$ cat src/rtl/packet_gen_if.sv
// AXI4-Stream transmit bundle between a packet generator and its Ethernet port.
interface packet_gen_if #(
    parameter int DATA_WBITS = 512
);
    logic [DATA_WBITS-1:0] tdata;
    logic                  tvalid;
    logic                  tlast;
    logic                  tready;

    modport master (output tdata, tvalid, tlast, input tready);
    modport slave  (input tdata, tvalid, tlast, output tready);
endinterface

$ cat src/rtl/packet_gen.sv
// Cable-test packet transmitter: emits a numbered stream of fixed-length
// packets on an AXI4-Stream master, with halt and single-bit error injection.
module packet_gen #(
    parameter int DATA_WBITS = 512    // multiple of 64
) (
    input  logic              clk,
    input  logic              reset,
    input  logic [2:0]        pg_control,
    output logic [2:0]        pg_status,
    input  logic [7:0]        CYCLES_PER_PACKET,
    input  logic [63:0]       PACKET_COUNT,
    packet_gen_if.master      axis_tx
);
    localparam int LANES = DATA_WBITS / 64;

    localparam logic [0:0] ST_IDLE = 1'b0;
    localparam logic [0:0] ST_SEND = 1'b1;

    logic [0:0]            state;
    logic [8:0]            cpp;            // 1..256 beats per packet
    logic [63:0]           remaining;
    logic [63:0]           seq;            // seq of the beat currently on the bus
    logic [7:0]            beat_cnt;       // index of that beat inside its packet
    logic                  halt_pending;
    logic                  inject_pending;
    logic                  sent;
    logic                  halted;
    logic [DATA_WBITS-1:0] tdata_q;
    logic                  tlast_q;

    logic                  start_s;
    logic                  halt_s;
    logic                  inject_s;
    logic                  accept;
    logic                  pkt_done;
    logic                  stop_run;
    logic                  inject_now;
    logic [63:0]           seq_next;
    logic [63:0]           remaining_next;
    logic [7:0]            beat_next;

    // Builds one beat: seq in every 64-bit lane, optional bit-0 corruption.
    function automatic logic [DATA_WBITS-1:0] make_beat(input logic [63:0] s,
                                                        input logic flip);
        logic [DATA_WBITS-1:0] d;
        for (int l = 0; l < LANES; l++) begin
            d[l*64 +: 64] = s;
        end
        d[0] = d[0] ^ flip;
        return d;
    endfunction

    // Strobe decode and next-beat arithmetic.
    // NOTE: every always_comb output gets a value on every path, so no latch is inferred.
    always_comb begin
        start_s        = pg_control[0];
        halt_s         = pg_control[1];
        inject_s       = pg_control[2];
        accept         = (state == ST_SEND) && axis_tx.tready;
        pkt_done       = accept && tlast_q;
        remaining_next = remaining - 64'd1;
        // A halt strobe arriving with the TLAST handshake stops after this packet.
        stop_run       = pkt_done && ((remaining_next == 64'd0) || halt_pending || halt_s);
        seq_next       = seq + 64'd1;
        beat_next      = tlast_q ? 8'd0 : beat_cnt + 8'd1;
        // An inject seen in the same cycle as a load corrupts that load.
        inject_now     = inject_pending || inject_s;
    end

    // Run control, counters and the registered AXIS output stage.
    // NOTE: sequential state uses non-blocking assignments so every register samples pre-edge values.
    always_ff @(posedge clk) begin
        if (reset) begin
            state          <= ST_IDLE;
            cpp            <= 9'd0;
            remaining      <= 64'd0;
            seq            <= 64'd0;
            beat_cnt       <= 8'd0;
            halt_pending   <= 1'b0;
            inject_pending <= 1'b0;
            sent           <= 1'b0;
            halted         <= 1'b0;
            tdata_q        <= '0;
            tlast_q        <= 1'b0;
        end else begin
            sent <= pkt_done;
            case (state)
                ST_IDLE: begin
                    // Halt and inject are meaningless without a run and are dropped.
                    if (start_s && (PACKET_COUNT != 64'd0)) begin
                        state          <= ST_SEND;
                        cpp            <= (CYCLES_PER_PACKET == 8'd0) ? 9'd256
                                                                      : {1'b0, CYCLES_PER_PACKET};
                        remaining      <= PACKET_COUNT;
                        seq            <= 64'd0;
                        beat_cnt       <= 8'd0;
                        halted         <= 1'b0;
                        halt_pending   <= 1'b0;
                        inject_pending <= 1'b0;
                        tdata_q        <= make_beat(64'd0, 1'b0);
                        tlast_q        <= (CYCLES_PER_PACKET == 8'd1);
                    end
                end
                ST_SEND: begin
                    if (halt_s) begin
                        halt_pending <= 1'b1;
                    end
                    if (inject_s) begin
                        inject_pending <= 1'b1;
                    end
                    if (pkt_done) begin
                        remaining <= remaining_next;
                    end
                    if (stop_run) begin
                        state          <= ST_IDLE;
                        halted         <= halt_pending || halt_s;
                        halt_pending   <= 1'b0;
                        inject_pending <= 1'b0;
                        tdata_q        <= '0;
                        tlast_q        <= 1'b0;
                    end else if (accept) begin
                        // Packets run back to back: the next beat loads on every handshake.
                        seq            <= seq_next;
                        beat_cnt       <= beat_next;
                        tdata_q        <= make_beat(seq_next, inject_now);
                        tlast_q        <= ({1'b0, beat_next} == (cpp - 9'd1));
                        inject_pending <= 1'b0;
                    end
                end
                default: begin
                    state <= ST_IDLE;
                end
            endcase
        end
    end

    assign axis_tx.tvalid = (state == ST_SEND);
    assign axis_tx.tdata  = tdata_q;
    assign axis_tx.tlast  = tlast_q;
    assign pg_status      = {halted, sent, (state == ST_SEND)};
endmodule

$ cat src/flat_wrapper.sv
// flat-port wrapper written by rule: the top's interface ports become plain ports
module packet_gen_flat 
#(
    parameter int DATA_WBITS = 512                     
)
  (clk, reset, pg_control, pg_status, CYCLES_PER_PACKET, PACKET_COUNT, axis_tx_tdata, axis_tx_tvalid, axis_tx_tlast, axis_tx_tready);
  packet_gen_if #(.DATA_WBITS(DATA_WBITS)) axis_tx_i ();
  input  logic clk;
  input  logic reset;
  input  logic [2:0] pg_control;
  output logic [2:0] pg_status;
  input  logic [7:0] CYCLES_PER_PACKET;
  input  logic [63:0] PACKET_COUNT;
  output wire logic [$bits(axis_tx_i.tdata)-1:0] axis_tx_tdata;
  output wire logic [$bits(axis_tx_i.tvalid)-1:0] axis_tx_tvalid;
  output wire logic [$bits(axis_tx_i.tlast)-1:0] axis_tx_tlast;
  input wire logic [$bits(axis_tx_i.tready)-1:0] axis_tx_tready;
  assign axis_tx_tdata = axis_tx_i.tdata;
  assign axis_tx_tvalid = axis_tx_i.tvalid;
  assign axis_tx_tlast = axis_tx_i.tlast;
  assign axis_tx_i.tready = axis_tx_tready;
  packet_gen #(.DATA_WBITS(DATA_WBITS)) u_core (.clk(clk), .reset(reset), .pg_control(pg_control), .pg_status(pg_status), .CYCLES_PER_PACKET(CYCLES_PER_PACKET), .PACKET_COUNT(PACKET_COUNT), .axis_tx(axis_tx_i));
endmodule
$ cat config.mk
export PLATFORM = sky130hd
export DESIGN_NAME = packet_gen_flat
export DESIGN_NICKNAME = d
export VERILOG_FILES = /design/src/rtl/packet_gen_if.sv /design/src/rtl/packet_gen.sv /design/src/flat_wrapper.sv
export SDC_FILE = /design/constraint.sdc
export NUM_CORES = 1
export LEC_CHECK = 0
export ABC_AREA = 1
export BUFFER_PORTS_ARGS = -buffer_cell sky130_fd_sc_hd__buf_2
export CAP_MARGIN = 15
export CORE_MARGIN = 8
export CORE_UTILIZATION = 34
export CTS_CLUSTER_DIAMETER = 200
export DETAILED_ROUTE_END_ITERATION = 10
export PLACE_DENSITY = 0.58
export SYNTH_ARGS = -nofsm -noshare
export SYNTH_HDL_FRONTEND = slang
export SYNTH_SLANG_ARGS = --single-unit
$ cat constraint.sdc
create_clock -name clk -period 2.9 [get_ports clk]
set_input_delay 0.58 -clock clk [delete_from_list [all_inputs] [get_ports clk]]
set_output_delay 0.58 -clock clk [all_outputs]
set_load 0.02 [all_outputs]
# Word level (Yosys, flattened, before mapping)
# Index checks and enable logic that the tools add are counted.
# totals
ff_bits,663
in_bits,78
out_inout_bits,517
# op_classes
add_sub_neg,4
n_eq_ne,10
n_mux,34
bitwise_logic,2
reduce_logical,18
# ops
cell,count
512-bit 2-to-1 mux,3
512-bit one-hot mux with 2 select lines,1
64-bit 2-to-1 mux,5
64-bit one-hot mux with 2 select lines,2
64-bit by 1-bit adder with 64-bit output (second input constant),1
64-bit logical NOT,1
64-bit nonzero test,1
64-bit by 1-bit subtractor with 64-bit output (second input constant),1
8-bit 2-to-1 mux,4
8-bit one-hot mux with 2 select lines,1
1-bit 2-to-1 mux,12
2-bit AND reduction,6
1-bit one-hot mux with 2 select lines,5
8-bit by 9-bit equality test with 1-bit output,1
9-bit 2-to-1 mux,1
9-bit by 1-bit subtractor with 9-bit output (second input constant),1
8-bit by 1-bit adder with 8-bit output (second input constant),1
8-bit by 1-bit equality test with 1-bit output (second input constant),1
8-bit logical NOT,1
2-bit inequality test (second input constant),4
3-bit inequality test (second input constant),2
1-bit logical AND,4
1-bit logical OR,4
4-bit inequality test (second input constant),1
other kinds (4),4

# Longest topological paths before layout
# Gate-level depths: netlist of run 1.
# depth
ltp_word,7
ltp_mapped,22
ltp_nobuf,21

# Least setup slack after synthesis of run 1
# OpenSTA, ideal clock, no wires.
# synth_timing
kind,flip-flop to flip-flop
from,reg u_core.remaining[0]
to,reg u_core.seq[36]
setup_ns,0.114
t_arrival_ns,2.300
required_ns,2.786
setup_slack_ns,0.486
path_stages_with_launch,22
n_path_buf,2
path_cell_list,dfxtp_1 -> inv_1 -> ha_1 -> nand2_2 -> nor2_1 -> nand2_2 -> nor2_4 -> nand2_1 -> nand2_1 -> nand2_1 -> nor2_1 -> nand2_1 -> nor2_1 -> nand2_1 -> nor2_1 -> nand2_1 -> nand2_1 -> nand2_2 -> buf_6 -> buf_6 -> nand4_1 -> nand2_1
# synth_between
elab_chain_len,7
# synth_rtl
element,line,source
start: declaration,packet_gen.sv:21,logic [63:0] remaining;
start signal: assignment,packet_gen.sv:112,remaining <= remaining_next;
64-bit by 1-bit subtractor with 64-bit output,packet_gen.sv:61,remaining_next = remaining - 64'd1;
64-bit logical NOT,packet_gen.sv:63,stop_run = pkt_done && ((remaining_next == 64'd0) || halt_pending || halt_s);
1-bit logical OR (2 in a row),packet_gen.sv:63,
1-bit logical AND,packet_gen.sv:63,
2-bit inequality test (no source line),n/a,
3-bit AND reduction (no source line),n/a,
end signal: assignment,packet_gen.sv:123,seq <= seq_next;
end: declaration,packet_gen.sv:22,logic [63:0] seq;
# No other way between the ends.
# A chain may end at the register's enable or synchronous reset.

# Worst setup path in the final report of run 1
# layout_timing
from,reg u_core.remaining[1]
to,reg u_core.beat_cnt[2]
# layout_between
elab_chain_len,7
# layout_rtl
element,line,source
64-bit by 1-bit subtractor with 64-bit output,packet_gen.sv:61,
64-bit logical NOT,packet_gen.sv:63,
1-bit logical OR (2 in a row),packet_gen.sv:63,
1-bit logical AND,packet_gen.sv:63,
2-bit inequality test (no source line),n/a,
3-bit AND reduction (no source line),n/a,
end signal: assignment,packet_gen.sv:124,beat_cnt <= beat_next;
end: declaration,packet_gen.sv:23,logic [7:0] beat_cnt;
# No other way between the ends.

==> metrics.md, run 1 <==
| Metric | Value |
|---|---|
| Main combinational cell family by area after synthesis | `simple AND/OR/NAND/NOR gates` |
| Crit path kind | `register to register` |
| WP depth | `20` |
| Syn Inst Count | `2,429` |
| Slew Limit Fails | `0` |
| Startpoint Class | `register` |
| Hold depth | `3` |
| Iter 0 DRT Violations | `971` |
| Initial antenna violation count | `1` |
| Seq cells post-synth | `216` |
| CP dominant cell by count | `nand2_2` |
| Multi-input logic area | `7870 um^2` |
| PortBufs | `594` |
| FF+latch area | `4340 um^2` |
| Layout cells sized above 1 | `0.348` |
| Clock Skew | `19.2 ps` |
| R2R depth | `20` |
| Core ar. | `46,700 um^2` |
| CP top delay family | `simple AND/OR/NAND/NOR gates` |
| Avg Cell Area, Syn | `6.62 um^2` |
| Static Leak | `10.2 nW` |
| Compound-Gate Fraction of Synth Area | `0.0844` |
| Setup Viol. Count Final | `0` |
| CTS tree | `yes` |
| Final hold violation count | `0` |
| Commonest non-fill, non-tap cell in the layout | `buf_2` |
| Clk slew on worst S/H paths | `60 ps` |
| Place WS | `-252 ps` |
| DP Cell Count | `3,217` |
| CTS H-tree depth | `1` |
| Largest cells by area after synthesis | `dfxtp_1, buf_4, nand2_1, nor2_1, nand3_1` |
| ANT nets after route | `0` |
| DR vias | `16,000` |
| Die H | `233 um` |
| Total power | `0.00834 W` |
| Hold Buf Count CTS | `0` |
| Wire per inst | `18.4 um` |
| Final min period | `2830 ps` |
| Clock share of power | `0.389` |
| Area Growth Syn to Fin | `16.8%` |
| Post-synth EDFFs | `0` |
| Leading area contributor after synthesis | `dfxtp_1` |
| Smallest hold slack | `294 ps` |
| Die X | `233 um` |
| Critical path buffer and inverter count | `3` |
| Max cap viols | `0` |
| CP Data Arrival Time | `3310 ps` |
| Most frequent cells in the layout | `buf_2, nand2_1, dfxtp_1` |
| Number of clock sinks | `216` |
| Synthesized-area fraction occupied by adder cells | `0.00389` |
| Slowest CP cell | `dfxtp_2` |
| CP Max Fanout | `6` |
| Final wirelength | `60.5 mm` |
| Post-Syn Area | `16,100 um^2` |
| Unrepaired setup endpoints after global routing | `yes` |
| Simple-gate share of the synthesized area | `0.333` |
| Sw frac | `0.322` |
| Net Sw Power | `0.00269 W` |
| Fin cells | `3,294` |
| Filler cells | `4,975` |
| Synth Flop Type | `dfxtp_1` |
| Async set or reset register ratio after synthesis | `0` |
| Setup TNS | `0 ps` |
| Largest net degree at the start of global routing | `75` |
| Post-synthesis mux area share | `0` |
| Via density | `4.85` |
| Slew margin rel. | `0.567` |
| Final #Nets | `2,751` |
| Yosys cell types | `38` |
| Aggregate global routing overflow | `0` |
| Clk root buf | `clkbuf_16` |
| Diodes inserted | `0` |
| Pint | `0.00565 W` |
| Initial Utilization | `0.345` |
| Sequential Power Share | `0.385` |
| Vias in the first global route | `14,700` |
| Status | `finished, final reports clean` |
| Synth Area in XOR/XNOR | `0.0392` |
| R2r setup slk | `70 ps` |
| Post-DP HPWL | `47.0 mm` |
| Num CTS Buffers | `26` |
| IO Pins | `595` |
| Final estimated routing congestion in global placement | `0.945` |
| Setup crit end kind | `register` |
| VDD IR max | `0.000393 V` |
| Bufs on Longest Clock Path | `3` |
| Sequential share of the synthesized area | `0.269` |
| Drt pass-1 iters | `6` |
| Fmax | `0.354 GHz` |
| Rows | `79` |
| DRC | `0` |
| Setup WS post-layout | `72.8 ps` |
| Power density over cell area | `444 nW/um^2` |
| Syn_nets | `2,512` |
| Yosys warns | `0` |
| GRT Total Usage | `0.202` |
| Yosys top cell area share | `0.269` |
| First-pass GRT wire length | `87.2 mm` |
| Worst path required time | `3380 ps` |
| Die area | `54,500 um^2` |
| Insertion delay of the later-clocked pin in the worst-skew pair | `550 ps` |
| Crit-path cells | `inv_2 -> ha_4 -> nand2_2 -> buf_4 -> nor2_4 -> nand2_4 -> o21ai_2 -> nand2_2 -> nor2_2 -> nand3_1 -> nor2_2 -> nand2_1 -> nor2_2 -> nand2_2 -> nand2_4 -> nand2_8 -> nand2_8 -> clkbuf_16 -> nand2_2 -> a21oi_1` |
| Final period utilization | `0.975` |
| CP max stage delay | `340 ps` |
| Slew @ Worst Pin | `648 ps` |
| Comb power frac | `0.227` |
| Worst hold path type | `primary input to register` |
==> worst min-delay path: cells and delay by family <==
| family | cells | cell delay (ps) |
|---|---|---|
| buffers and inverters | 1 | 100 |
| AO/OA/AOI/OAI | 1 | 60 |
| AND/OR/NAND/NOR | 1 | 70 |
==> per-layer routing <==
| metal | vias to the layer above | routed length [um] | global-route usage |
|---|---|---|---|
| li1 | 7911 | - | - |
| met1 | 7411 | 25900 | 0.258 |
| met2 | 556 | 29600 | 0.353 |
| met3 | 85 | 3530 | 0.0251 |
| met4 | 0 | 1490 | 0.0541 |
| met5 | - | 0 | 0 |
==> final cells by class <==
| class | count | share of cell area |
|---|---|---|
| Clock inverter | 10 | 0.00500 |
| Clock buffer | 37 | 0.0395 |
| Multi-Input combinational cell | 1526 | 0.419 |
| Tap cell | 607 | 0.0405 |
| Sequential cell | 216 | 0.231 |
| Inverter | 158 | 0.0320 |
| Timing Repair Buffer | 740 | 0.233 |
==> worst paths after layout <==
kind                  startpoint              endpoint
max reg2reg  u_core.remaining[1]    u_core.beat_cnt[2]
min reg2reg   u_core.beat_cnt[7]    u_core.beat_cnt[7]
max          u_core.remaining[1]    u_core.beat_cnt[2]
min             PACKET_COUNT[56]  u_core.remaining[56]
==> through the flow <==
step	util	instance area, um^2
2_1_floorplan	-	16100
3_3_place_gp	0.366	17100
3_5_place_dp	0.366	17100
4_1_cts	0.389	18200
5_1_grt	0.402	18800
6_report	0.402	18800
==> synthesized netlist by cell type, types with 21 or more instances <==
cell type	instances
nor2_1	246
dfxtp_1	216
nand3_1	129
nor3_1	37
clkbuf_1	54
a21oi_1	112
nor4_1	29
inv_1	153
xnor2_1	21
o21ai_0	107
nand2_1	606
nand4_1	61
xor2_1	51
nand3b_1	27
buf_4	455
==> kinds of logic after synthesis <==
family	count (synthesis)
simple gates	1192
buf+inv	688
compound gates	256
flops	216
xor+xnor	72
fa+ha+maj	5
==> flip-flops by register name, indices dropped and copies added (netlist names) <==
register,count
u_core.beat_cnt,8
u_core.halted,1
u_core.seq,64
u_core.inject_pending,1
u_core.sent,1
u_core.axis_tx.tdata,65
u_core.halt_pending,1
u_core.axis_tx.tlast,1
u_core.cpp,9
u_core.remaining,64
u_core.axis_tx.tvalid,1
==> power by group through the flow <==
| stage | clock, W | sequential, W | combinational, W |
|---|---|---|---|
| after floorplan | 0 | 0.00323 | 0.000967 |
| final | 0.00324 | 0.00321 | 0.00189 |
| after detailed placement | 0 | 0.00326 | 0.00161 |
| after global routing | 0.00344 | 0.00322 | 0.00207 |
| after CTS | 0.00332 | 0.00319 | 0.00169 |
| after global placement | 0 | 0.00326 | 0.00161 |
==> timing repair <==
| action | CTS | global route |
|---|---|---|
| pin swaps | 13 | 51 |
| setup endpoints to repair | 142 | 142 |
| gates cloned | 2 | 7 |
| resized for setup | 30 | 121 |
| setup buffers | 10 | 13 |
Note: power is estimated with default switching activity, not from simulation.
==> inputs of run 2 (changes only) <==
PLACE_DENSITY = unset   (was 0.58)
PLACE_DENSITY_LB_ADDON = 0.2   (was unset)
==> metrics.md, run 2 (same netlist as run 1, synthesis figures left out) <==
| Metric | Value |
|---|---|
| Commonest non-fill, non-tap cell in the layout | `buf_2` |
| Iter 0 DRT Violations | `1,073 (+11%)` |
| Vias in the first global route | `14,600 (-0.97%)` |
| Initial Utilization | `0.345 (unchanged)` |
| Pint | `0.00571 W (+0.98%)` |
| DR vias | `15,800 (-1.3%)` |
| Power density over cell area | `448 nW/um^2 (+0.86%)` |
| Setup crit end kind | `register` |
| Area Growth Syn to Fin | `16.9% (about the same)` |
| First-pass GRT wire length | `86.4 mm (-1.0%)` |
| Slew Limit Fails | `0 (unchanged)` |
| Clk root buf | `clkbuf_16` |
| Slew margin rel. | `0.409 (-0.158)` |
| Rows | `79 (unchanged)` |
| CP Max Fanout | `24 (+18)` |
| Die X | `233 um (unchanged)` |
| Bufs on Longest Clock Path | `3 (unchanged)` |
| DRC | `0 (unchanged)` |
| Comb power frac | `0.208 (-0.019)` |
| Crit path kind | `register to register` |
| Final period utilization | `1.02 (+0.0410)` |
| Number of clock sinks | `216 (unchanged)` |
| Setup Viol. Count Final | `64 (+64)` |
| Core Util, Final | `0.403 (about the same)` |
| Clock share of power | `0.411 (+0.022)` |
| Smallest hold slack | `253 ps (-40.6 ps)` |
| Aggregate global routing overflow | `0 (unchanged)` |
| Largest net degree at the start of global routing | `89 (+19%)` |
| Setup WS post-layout | `-46.0 ps (-119 ps)` |
| PortBufs | `594 (unchanged)` |
| CP Data Arrival Time | `3390 ps (+80 ps)` |
| Post-DP HPWL | `46.8 mm (-0.41%)` |
| Slew @ Worst Pin | `887 ps (+238 ps)` |
| Final min period | `2950 ps (+119 ps)` |
| Max cap viols | `0 (unchanged)` |
| Insertion delay of the later-clocked pin in the worst-skew pair | `580 ps (+30 ps)` |
| Die area | `54,500 um^2 (unchanged)` |
| Final #Nets | `2,747 (-0.15%)` |
| IO Pins | `595 (unchanged)` |
| Layout cells sized above 1 | `0.342 (-0.00594)` |
| Hold Buf Count CTS | `0 (unchanged)` |
| Diodes inserted | `0 (unchanged)` |
| Core ar. | `46,700 um^2 (unchanged)` |
| Filler cells | `4,933 (-0.84%)` |
| Largest register FFs | `65 (unchanged)` |
| Final hold violation count | `0 (unchanged)` |
| VDD IR max | `0.000426 V (+8.6%)` |
| Clock Skew | `30.4 ps (+11.3 ps)` |
| Initial antenna violation count | `4 (+3)` |
| Num CTS Buffers | `27 (+3.8%)` |
| Fin cells | `3,291 (-0.091%)` |
| ANT nets after route | `0 (unchanged)` |
| Net Sw Power | `0.00271 W (+0.85%)` |
| CTS H-tree depth | `1 (unchanged)` |
| Final wirelength | `59.3 mm (-2.0%)` |
| DP Cell Count | `3,220 (+0.093%)` |
| Via density | `4.79 (-1.2%)` |
| Die H | `233 um (unchanged)` |
| Sw frac | `0.322 (about the same)` |
| Fmax | `0.339 GHz (-4.0%)` |
| Clk slew on worst S/H paths | `60 ps (about the same)` |
| Startpoint Class | `register` |
| Wire per inst | `18.0 um (-2.0%)` |
| Final estimated routing congestion in global placement | `0.948 (+0.35%)` |
| Drt pass-1 iters | `5 (-1)` |
| Failing checks | `negative setup slack` |
| Sequential Power Share | `0.381 (-0.004)` |
| Worst path required time | `3340 ps (-40 ps)` |
| Worst hold path type | `primary input to register` |
| Most frequent cells in the layout | `buf_2, nand2_1, dfxtp_1` |
| GRT Total Usage | `0.200 (-0.00192)` |
| Total power | `0.00842 W (+0.94%)` |
| Static Leak | `10.2 nW (+0.10%)` |
| CTS tree | `yes` |
| Status | `finished, violations left` |
| Unrepaired setup endpoints after global routing | `yes` |
==> run 2: changes by cell type in the layout (fill, tap and decap cells not counted), sizes merged <==
| cell | before | now |
|---|---|---|
| buf | 735 | 732 |
| bufinv | 1 | 2 |
| clkbuf | 42 | 35 |
| clkinv | 8 | 12 |
| inv | 156 | 159 |
| nand2 | 617 | 616 |
==> run 2: power by group through the flow <==
stage / clock (W) / combinational [W] / sequential (W)
finish: 0.00346 / 0.00176 / 0.00321
global route: 0.00368 / 0.00193 / 0.00322
CTS: 0.00356 / 0.00165 / 0.00320
detailed placement: 0 / 0.00160 / 0.00326
global placement: 0 / 0.00160 / 0.00326
floorplan: 0 / 0.000967 / 0.00323
==> run 2: layer usage <==
layer	wire length, um	GRT usage	vias up
li1	-	-	7907
met1	25100	0.250	7214
met2	28900	0.354	555
met3	3800	0.0280	77
met4	1430	0.0535	6
met5	45	0	-
==> run 2: stage by stage <==
stage	worst slack [ps]	setup TNS, ps	cell area [um^2]
floorplan	486	0	16100
global route	-226	-22820	18800
finish	-46.0	-1030	18800
detailed placement	-271	-26030	17200
CTS	1.01	0	18300
global placement	-263	-25740	17200
==> run 2: worst paths after layout <==
path / start / to / slack, ps / cells past startpoint
min: PACKET_COUNT[56] / u_core.remaining[56] / 250 / 3
min reg2reg: u_core.axis_tx.tdata[0] / u_core.axis_tx.tdata[0] / 460 / 2
max reg2reg: u_core.remaining[1] / u_core.axis_tx.tdata[501] / -50 / 22
max: u_core.remaining[1] / u_core.axis_tx.tdata[501] / -50 / 22
==> run 2: timing repair <==
action                     4_1_cts  5_1_grt
setup buffers                   10        7
resized for setup               23       89
pin swaps                        8       35
gates cloned                     1        4
setup endpoints to repair      142      142
==> run 2: area by class of cell <==
| type | count | area, um^2 | area share |
|---|---|---|---|
| clock inverters | 18 | 185 | 0.00986 |
| well taps | 607 | 759 | 0.0404 |
| repair buffers | 736 | 4390 | 0.234 |
| flip-flops and latches | 216 | 4330 | 0.230 |
| multi-input cells | 1525 | 7810 | 0.416 |
| clock buffers | 31 | 721 | 0.0384 |
| inverters | 158 | 596 | 0.0317 |
==> run 2: worst max-delay path, cell delays in order, from the launching register on <==
cell     delay, ps
dfxtp_2        320
inv_1          100
ha_4           170
nand2_4         80
nor2_4         260
nand2_4        110
buf_12         140
nor2_4         160
nand2_1         70
nand2_1         60
nand2_1         90
nor2_1         110
nand2_1         70
nor2_1         100
nand2_1         70
nor2_2         140
nand2_2         80
nand2_2         80
nand2_4        100
buf_12         180
buf_12         150
nand3_1        100
o21ai_0         80
==> inputs of run 3 (changes only) <==
SKIP_CTS_REPAIR_TIMING = 1   (was unset)
==> metrics.md, run 3 (same netlist as run 1, synthesis figures left out) <==
| Metric | Value |
|---|---|
| Status | `finished, violations left` |
| Failing checks | `negative setup slack` |
| Vias in the first global route | `14,500 (-0.65%)` |
| Final estimated routing congestion in global placement | `0.948 (unchanged)` |
| Setup WS post-layout | `-8.36 ps (+37.7 ps)` |
| R2r endpoint | `u_core.beat_cnt[2]` |
| Aggregate global routing overflow | `0 (unchanged)` |
| Area Growth Syn to Fin | `18.0%` |
| CTS H-tree depth | `1 (unchanged)` |
| Rows | `79 (unchanged)` |
| Largest net degree at the start of global routing | `89 (unchanged)` |
| Met2 wire len | `29.4 mm (+1.7%)` |
| Pint | `0.00574 W (+0.56%)` |
| Crit path kind | `register to register` |
| Final min period | `2910 ps (-37.7 ps)` |
| R2R Path Start | `u_core.remaining[21]` |
| Power density over cell area | `448 nW/um^2 (about the same)` |
| GRT Total Usage | `0.198 (-0.00190)` |
| Slowest CP cell | `dfxtp_1` |
| Fmax | `0.344 GHz (+1.3%)` |
| Num CTS Buffers | `27 (unchanged)` |
| Slew Limit Fails | `0 (unchanged)` |
| Clock Skew | `30.3 ps (-0.133 ps)` |
| WP depth | `20 (-9.1%)` |
| Final #Nets | `2,749 (+0.073%)` |
| Setup Viol. Count Final | `2 (-97%)` |
| Worst hold path type | `primary input to register` |
| Most frequent cells in the layout | `nand2_1, buf_2, dfxtp_1` |
| DP Cell Count | `3,220 (unchanged)` |
| Insertion delay of the later-clocked pin in the worst-skew pair | `580 ps (about the same)` |
| Layout cells sized above 1 | `0.356 (+0.0143)` |
| CP top delay family | `simple AND/OR/NAND/NOR gates` |
| Final Cell Area | `19,000 um^2 (+0.96%)` |
| HP Start | `PACKET_COUNT[40]` |
| Met1 wire length | `25.5 mm (+1.6%)` |
| Critical path buffer and inverter count | `1 (-3)` |
| Clk root buf | `clkbuf_16` |
| Met3 Wirelength | `3.50 mm (-7.8%)` |
| VDD IR max | `0.000431 V (+1.1%)` |
| Die area | `54,500 um^2 (unchanged)` |
| Initial Utilization | `0.345 (unchanged)` |
| Clk slew on worst S/H paths | `60 ps (about the same)` |
| Crit-path cells | `nor2_2 -> nand2_1 -> nor2_2 -> nand2_1 -> nor2_4 -> nand2_1 -> nand2_1 -> nand2_1 -> nor2_1 -> nand2_1 -> nor2_2 -> nand2_1 -> nor2_2 -> nand2_2 -> nand2_4 -> nand2_8 -> nand2_8 -> clkbuf_16 -> nand2_2 -> a21oi_2` |
| Setup TNS | `-9.14 ps (+1020 ps)` |
| Hold EP | `u_core.remaining[40]` |
| Cell area after placement | `17,200 um^2 (unchanged)` |
| DRC | `0 (unchanged)` |
| Final period utilization | `1.00 (-0.0130)` |
| Comb power frac | `0.214 (+0.006)` |
| Final wirelength | `59.8 mm (+0.81%)` |
| Filler cells | `4,931 (-0.041%)` |
| CP max stage delay | `390 ps (+70 ps)` |
| Static Leak | `10.2 nW (+0.20%)` |
| IO Pins | `595 (unchanged)` |
| Wire per inst | `18.2 um (+0.75%)` |
| Hold depth | `3 (unchanged)` |
| CTS tree | `yes` |
| Bufs on Longest Clock Path | `3 (unchanged)` |
| Die H | `233 um (unchanged)` |
| First-pass GRT wire length | `85.6 mm (-0.86%)` |
| R2R depth | `20 (-9.1%)` |
| DR top layer | `met5` |
| Startpoint Class | `register` |
| Sw frac | `0.324 (+0.00217)` |
| Slew margin rel. | `0.396 (-0.0125)` |
| Diodes inserted | `0 (unchanged)` |
| Number of clock sinks | `216 (unchanged)` |
| Largest register FFs | `65 (unchanged)` |
| Drt pass-1 iters | `5 (unchanged)` |
| Clock share of power | `0.408 (-0.003)` |
| Core ar. | `46,700 um^2 (unchanged)` |
| Max cap viols | `0 (unchanged)` |
| PortBufs | `594 (unchanged)` |
| Setup crit end kind | `register` |
| Die X | `233 um (unchanged)` |
| Via density | `4.80 (+0.31%)` |
| Net Sw Power | `0.00276 W (+1.6%)` |
| Final hold violation count | `0 (unchanged)` |
| Slew @ Worst Pin | `905 ps (+18.8 ps)` |
| CP Max Fanout | `7 (-71%)` |
| CP Data Arrival Time | `3420 ps (+30 ps)` |
| R2r setup slk | `-8 ps (+40 ps)` |
| Initial antenna violation count | `4 (unchanged)` |
| Worst path required time | `3410 ps (+70 ps)` |
| Unrepaired setup endpoints after global routing | `yes` |
| Post-DP HPWL | `46.8 mm (unchanged)` |
| Place WS | `-271 ps (unchanged)` |
| Sequential Power Share | `0.378 (-0.003)` |
| DR vias | `15,800 (+0.37%)` |
| ANT nets after route | `0 (unchanged)` |
| Iter 0 DRT Violations | `981 (-8.6%)` |
| CP dominant cell by count | `nand2_1` |
| Fin cells | `3,293 (+0.061%)` |
run 3: cell types whose count changed in the layout (fill, tap and decap cells not counted), sizes merged:
cell	delta
clkbuf	+3
buf	-2
nand2	+1
run 3: power groups by stage:
stage / clock network [W] / registers, W / logic (W)
after global placement: 0 / 0.00326 / 0.00160
after global routing: 0.00368 / 0.00323 / 0.00200
final: 0.00346 / 0.00321 / 0.00182
after floorplan: 0 / 0.00323 / 0.000967
after detailed placement: 0 / 0.00326 / 0.00160
after CTS: 0.00356 / 0.00320 / 0.00160
run 3: worst max-delay path by stage:
| stage | startpoint | end | slack, ps |
|---|---|---|---|
| floorplan | u_core.remaining[0] | u_core.seq[36] | 490 |
| global placement | u_core.remaining[0] | u_core.beat_cnt[4] | -260 |
| detailed placement | u_core.remaining[0] | u_core.beat_cnt[2] | -270 |
| CTS | u_core.remaining[0] | u_core.beat_cnt[4] | -270 |
| global route | u_core.remaining[3] | u_core.seq[9] | -200 |
| finish | u_core.remaining[21] | u_core.beat_cnt[2] | -8 |
run 3: final cells by class:
cell class,count,area (um^2),share of cell area
clock buffer,31,721,0.0380
clock inverter,18,185,0.00976
inverter,158,596,0.0314
multi-input combinational,1526,7980,0.421
sequential,216,4330,0.228
tap,607,759,0.0400
timing repair buffer,737,4400,0.232
run 3: routing by layer:
layer  track usage  vias up
met5             0        -
met4        0.0503        6
met3        0.0279       78
met2         0.352      498
met1         0.248     7340
li1              -     7896
run 3: through the flow:
stage	utilization	hold WS (ps)	power (W)
floorplan	-	439	0.00419
finish	0.407	250	0.00850
CTS	0.388	232	0.00836
detailed placement	0.368	441	0.00486
global route	0.407	254	0.00890
global placement	0.368	443	0.00486
run 3: worst min-delay path, stage by stage:
cell and delay [ps]:
buf_2 90, a211oi_1 60, nor2_1 60
